--- config.mk ---
export PLATFORM = sky130hd
export DESIGN_NAME = hex_scroller
export DESIGN_NICKNAME = d
export VERILOG_FILES = /design/src/rtl/hex_scroller.sv
export SDC_FILE = /design/constraint.sdc
export NUM_CORES = 1
export LEC_CHECK = 0
export ABC_CLOCK_PERIOD_IN_PS = 2800
export BUFFER_PORTS_ARGS = -buffer_cell sky130_fd_sc_hd__clkbuf_2
export CAP_MARGIN = 20
export CORE_UTILIZATION = 50
export CTS_CLUSTER_SIZE = 10
export DETAILED_ROUTE_END_ITERATION = 16
export HOLD_SLACK_MARGIN = 0.02
export PLACE_DENSITY = 0.81
export SETUP_SLACK_MARGIN = 0.3
export SYNTH_ARGS = -nofsm -noshare
export SYNTH_HDL_FRONTEND = slang
export SYNTH_SLANG_ARGS = --single-unit
--- constraint.sdc ---
create_clock -name CLOCK -period 2.8 [get_ports CLOCK]
set_input_delay 0.42 -clock CLOCK [delete_from_list [all_inputs] [get_ports CLOCK]]
set_output_delay 0.42 -clock CLOCK [all_outputs]
set_load 0.05 [all_outputs]
--- src/rtl/hex_scroller.sv ---
// Character FIFO feeding a right-to-left scrolling six-digit 7-segment display.
// Characters enter at HEX0 on each scroll tick; the display drains with blanks when the FIFO runs dry.
module hex_scroller #(
    parameter int TICK_DIV   = 25000000,
    parameter int FIFO_DEPTH = 8
) (
    input  logic                          CLOCK,
    input  logic                          RESET,
    input  logic [7:0]                    char_in,
    input  logic                          char_valid,
    output logic                          char_ready,
    output logic [6:0]                    HEX0,
    output logic [6:0]                    HEX1,
    output logic [6:0]                    HEX2,
    output logic [6:0]                    HEX3,
    output logic [6:0]                    HEX4,
    output logic [6:0]                    HEX5,
    output logic [$clog2(FIFO_DEPTH):0]   fifo_count,
    output logic                          busy,
    output logic [1:0]                    fsm_state
);
    localparam int AW = $clog2(FIFO_DEPTH);
    localparam int CW = AW + 1;
    localparam int TW = $clog2(TICK_DIV);
    localparam logic [6:0] BLANK = 7'b1111111;

    typedef enum logic [1:0] {
        IDLE   = 2'd0,
        SCROLL = 2'd1,
        DRAIN  = 2'd2
    } state_t;

    // Push handshake: a character is taken on any rising edge where
    // char_valid && char_ready; char_ready reflects occupancy only.

    state_t          state, state_next;
    logic [2:0]      drain_cnt, drain_next;
    logic [TW-1:0]   tick_cnt;
    logic            tick;
    logic [7:0]      mem [FIFO_DEPTH];
    logic [AW-1:0]   rd_ptr, wr_ptr;
    logic            push, pop, shift, shift_blank, empty;
    logic [6:0]      new_seg;

    function automatic logic [6:0] seg_decode(input logic [7:0] c);
        case (c)
            8'd65:   seg_decode = 7'b0001000;
            8'd98:   seg_decode = 7'b0000011;
            8'd67:   seg_decode = 7'b1000110;
            8'd100:  seg_decode = 7'b0100001;
            8'd69:   seg_decode = 7'b0000110;
            8'd70:   seg_decode = 7'b0001110;
            8'd103:  seg_decode = 7'b0010000;
            8'd104:  seg_decode = 7'b0001011;
            8'd48:   seg_decode = 7'b1000000;
            8'd49:   seg_decode = 7'b1111001;
            8'd50:   seg_decode = 7'b0100100;
            8'd51:   seg_decode = 7'b0110000;
            8'd52:   seg_decode = 7'b0011001;
            8'd53:   seg_decode = 7'b0010010;
            8'd54:   seg_decode = 7'b0000010;
            8'd55:   seg_decode = 7'b1111000;
            8'd56:   seg_decode = 7'b0000000;
            8'd57:   seg_decode = 7'b0010000;
            default: seg_decode = BLANK;
        endcase
    endfunction

    assign tick       = (tick_cnt == TW'(TICK_DIV - 1));
    assign empty      = (fifo_count == '0);
    assign char_ready = (fifo_count != CW'(FIFO_DEPTH));
    assign push       = char_valid && char_ready;
    assign busy       = (state != IDLE);
    assign fsm_state  = state;
    assign new_seg    = shift_blank ? BLANK : seg_decode(mem[rd_ptr]);

    always_comb begin
        state_next  = state;
        drain_next  = drain_cnt;
        pop         = 1'b0;
        shift       = 1'b0;
        shift_blank = 1'b0;
        if (tick) begin
            case (state)
                IDLE: begin
                    if (!empty) begin
                        pop        = 1'b1;
                        shift      = 1'b1;
                        state_next = SCROLL;
                    end
                end
                SCROLL: begin
                    shift = 1'b1;
                    if (!empty) begin
                        pop = 1'b1;
                    end else begin
                        shift_blank = 1'b1;
                        drain_next  = 3'd1;
                        state_next  = DRAIN;
                    end
                end
                DRAIN: begin
                    shift = 1'b1;
                    if (!empty) begin
                        pop        = 1'b1;
                        drain_next = 3'd0;
                        state_next = SCROLL;
                    end else begin
                        shift_blank = 1'b1;
                        // Sixth blank pushes the last character off HEX5.
                        if (drain_cnt == 3'd5) begin
                            drain_next = 3'd0;
                            state_next = IDLE;
                        end else begin
                            drain_next = drain_cnt + 3'd1;
                        end
                    end
                end
                default: state_next = IDLE;
            endcase
        end
    end

    always_ff @(posedge CLOCK) begin
        if (push) begin
            mem[wr_ptr] <= char_in;
        end
    end

    always_ff @(posedge CLOCK) begin
        if (RESET) begin
            state      <= IDLE;
            drain_cnt  <= 3'd0;
            tick_cnt   <= '0;
            rd_ptr     <= '0;
            wr_ptr     <= '0;
            fifo_count <= '0;
            HEX0 <= BLANK;
            HEX1 <= BLANK;
            HEX2 <= BLANK;
            HEX3 <= BLANK;
            HEX4 <= BLANK;
            HEX5 <= BLANK;
        end else begin
            state     <= state_next;
            drain_cnt <= drain_next;
            tick_cnt  <= tick ? '0 : tick_cnt + TW'(1);
            if (push) begin
                wr_ptr <= wr_ptr + AW'(1);
            end
            if (pop) begin
                rd_ptr <= rd_ptr + AW'(1);
            end
            case ({push, pop})
                2'b10:   fifo_count <= fifo_count + CW'(1);
                2'b01:   fifo_count <= fifo_count - CW'(1);
                default: fifo_count <= fifo_count;
            endcase
            if (shift) begin
                HEX5 <= HEX4;
                HEX4 <= HEX3;
                HEX3 <= HEX2;
                HEX2 <= HEX1;
                HEX1 <= HEX0;
                HEX0 <= new_seg;
            end
        end
    end
endmodule

==> results.yml <==
outcome:
  outcome: "finished, violations left"
  failed_checks: "negative setup slack"
detailed_routing:
  drcViolationCount: 0
  first_pass_iters: 5
  wire_per_inst_um: 17.9
  wl_mm: 14.8
  final_antenna_net_count: 0
  first_iter_violations: 414
  vias_per_cell: 5.77
  vias: 4773
finish:
  final_common_cell: "dfxtp_1"
  drive_above_1_share: 0.293
  final_cell_mix: "dfxtp_1 (83), edfxtp_1 (64), clkbuf_2 (60)"
  multi_input_area_um2: 2750
  instances_no_fill: 827
  nFillCells: 867
  diodes: 0
  fin_nets: 664
  seq_area_um2: 3630
  area_growth_pct: 24.0
cts:
  clkSinkCount: 149
  tritoncts: "built"
  cts_buffers: 17
  cts-root-buf: "clkbuf_16"
  cts_max_level: 4
  clk_pin_slew_ns: 0.07
  clk_latency_ns: 0.42
  cts.path.max_buffers: 2
  ctsHoldBuffers: 0
power:
  p_per_area_nw_per_um2: 598
  p_leak_nw: 2.83
  ir_drop_mv: 0.432
yosys:
  synth_fp_nets: 567
  async_flop_share: 0
  synth_top_area_share: 0.299
  synth_area_per_cell_um2: 11.8
  synth_area_leaders: "edfxtp_1 (30%), dfxtp_1 (26%), mux4_2 (5.6%)"
  synthCells: 545
  yosysTopAreaCell: "edfxtp_1"
  ys.flop_type: "dfxtp_1"
  synth_seq_area_share: 0.564
  syn_area_um2: 6420
  synth-edff-count: 64
  ys_ff_latch: 149
  synth_cell_types: 56
  synth_warnings: 0
place:
  gp_congestion: 0.899
  dp_hpwl_mm: 8.75
  dpl.cell_count: 779
  portBuffers: 60
worst_setup_path:
  cp-end-kind: "flop"
  reg2reg_from: "tick_cnt[10]"
  slowest_stage: "or4b_4"
  worstSetupStartpoint: "tick_cnt[10]"
  ff2ff_path_depth: 11
  path_class: "reg2reg"
  crit_arrival_ns: 3.16
  cpMostUsedCell: "a21oi_2"
  worstPathRequired_ns: 3.14
  start_kind: "flop"
  crit_path_max_fanout: 2
  path_cells: "or4b_4 > nor4_4 > nand4_1 > nor3_2 > ha_2 > ha_4 > a21o_1 > a21oi_2 > xnor2_1 > or3_1 > a21oi_2"
  critPathMaxStageDelay_ns: 0.54
flow_run:
  maxCapViolCount: 0
worst_hold_path:
  hp-start: "char_in[5]"
  hp-class: "in2reg"
  min_path_cells: 1
timing:
  finalHoldViolations: 0
  clock_skew_ns: 0.00624
  slew_headroom: 0.525
  fin_crit_sh: 1.00
  hold_ws_ns: 0.280
  setup_viol: 1
  report.final.slew_viol_count: 0
  fmax_mhz: 356
  rsz0062_at_grt: "true"
  setup_ws_ns: -0.0119
  fin_crit_ns: 2.81
  tightest_slew_ns: 0.712
floorplan:
  die_y_um: 115
  core_um2: 12600
  start_util: 0.511
  fp.dieW_um: 115
  die-area_um2: 13300
  rows: 41
  io_pins: 61
global_routing:
  grt_overflow: 0
  busiest_layer: "met2"
  track_usage: 0.221
  grt_use_met3: 0.0543
  use_met2: 0.384
  grt_util_met1: 0.260
  grt_pass1_vias: 4569
  antenna_found_initial: 0
  grt_pass1_wl_mm: 22.4
  grt_max_degree: 40
[cell usage after synthesis, types with 3 or more instances]
master    instances
xor2_1           19
edfxtp_1         64
nand2_1          35
a31oi_1           4
a211o_1          35
dfxtp_1          85
mux4_2           16
o21ai_0          11
nor2_1           48
a21oi_1          23
o22ai_1           4
mux2i_1           6
nand2b_1          4
clkbuf_1         13
buf_2             7
nor4_1            4
o32ai_1           4
ha_1             10
and3_1            4
o311a_1           3
xnor2_1           9
or3_1             7
nor2b_1          35
nor3_1           16
nand3_1          20
mux2_2            6
inv_1            10
nand4_1           9
[logic make-up (layout without fill, tap and decap cells)]
kind of cell	count (synthesis)	in the layout	share of synthesized area
AND/OR/NAND/NOR	196	196	0.159
flip-flops	149	149	0.564
AO/OA/AOI/OAI	94	94	0.104
buffers and inverters	36	146	0.0271
multiplexers	31	31	0.0851
XOR/XNOR	28	28	0.0382
adder cells (fa/ha/maj)	11	11	0.0226
[worst paths after layout]
kind                         to  slack, ns
setup / recovery  fifo_count[3]      -0.01
hold / removal        mem[4][5]       0.28
setup reg to reg  fifo_count[3]      -0.01
hold reg to reg     tick_cnt[0]       0.45
[where the power goes]
group | switching (mW) | total (mW) | internal (mW)
sequential | 0.0163 | 2.31 | 2.29
clock | 0.964 | 2.23 | 1.27
combinational | 0.147 | 0.222 | 0.0755
total | 1.13 | 4.76 | 3.63
[what timing repair did]
item                                    4_1_cts  5_1_grt
endpoints found under the setup margin       14       50
resized for setup                            24       10
setup buffers                                 9        3
cloned                                        1        3
pin swaps                                    13       13
[state kept, by name, indices dropped and copies added (netlist names), named ones only]
| name | cells |
|---|---|
| fifo_count | 4 |
| HEX3 | 7 |
| HEX0 | 7 |
| HEX2 | 7 |
| fsm_state | 2 |
| HEX5 | 7 |
| wr_ptr | 3 |
| drain_cnt | 3 |
| HEX4 | 7 |
| tick_cnt | 25 |
| mem | 64 |
| HEX1 | 7 |
| rd_ptr | 3 |
[metrics by stage]
stage / area, um2 / TNS, ns / power [mW] / setup slack (ns) / utilization
6_report: 7970 / -0.0119 / 4.76 / -0.0119 / 0.634
5_1_grt: 7970 / -0.843 / 4.90 / -0.156 / 0.634
4_1_cts: 7840 / -0.0290 / 4.77 / -0.0290 / 0.624
3_5_place_dp: 7050 / -0.0592 / 2.57 / -0.0592 / 0.561
3_3_place_gp: 7050 / 0 / 2.55 / 0.0417 / 0.561
2_1_floorplan: 6440 / 0 / 2.49 / 0.0954 / -
[final cells by class]
cell class,count,area share
inverter,11,0.00518
sequential,149,0.455
clock buffer,17,0.0534
tap,172,0.0270
multi-input combinational,360,0.345
timing repair buffer,103,0.0941
clock inverter,15,0.0201
[layer usage]
metal  vias to the layer above  wire (um)  share of wire
li1                       2210          -              -
met1                      2371       6110           0.41
met2                       161       7680           0.52
met3                        31        697          0.047
met4                         0        324          0.022
met5                         -          0              0
[worst max-delay path: cells and delay by family, from the launching register on]
kind            cells  cell delay (ns)
simple gates        5             1.45
flops               1             0.33
compound gates      3             0.43
fa+ha+maj           2             0.45
xor+xnor            1             0.09
(Power assumes the default switching activity.)
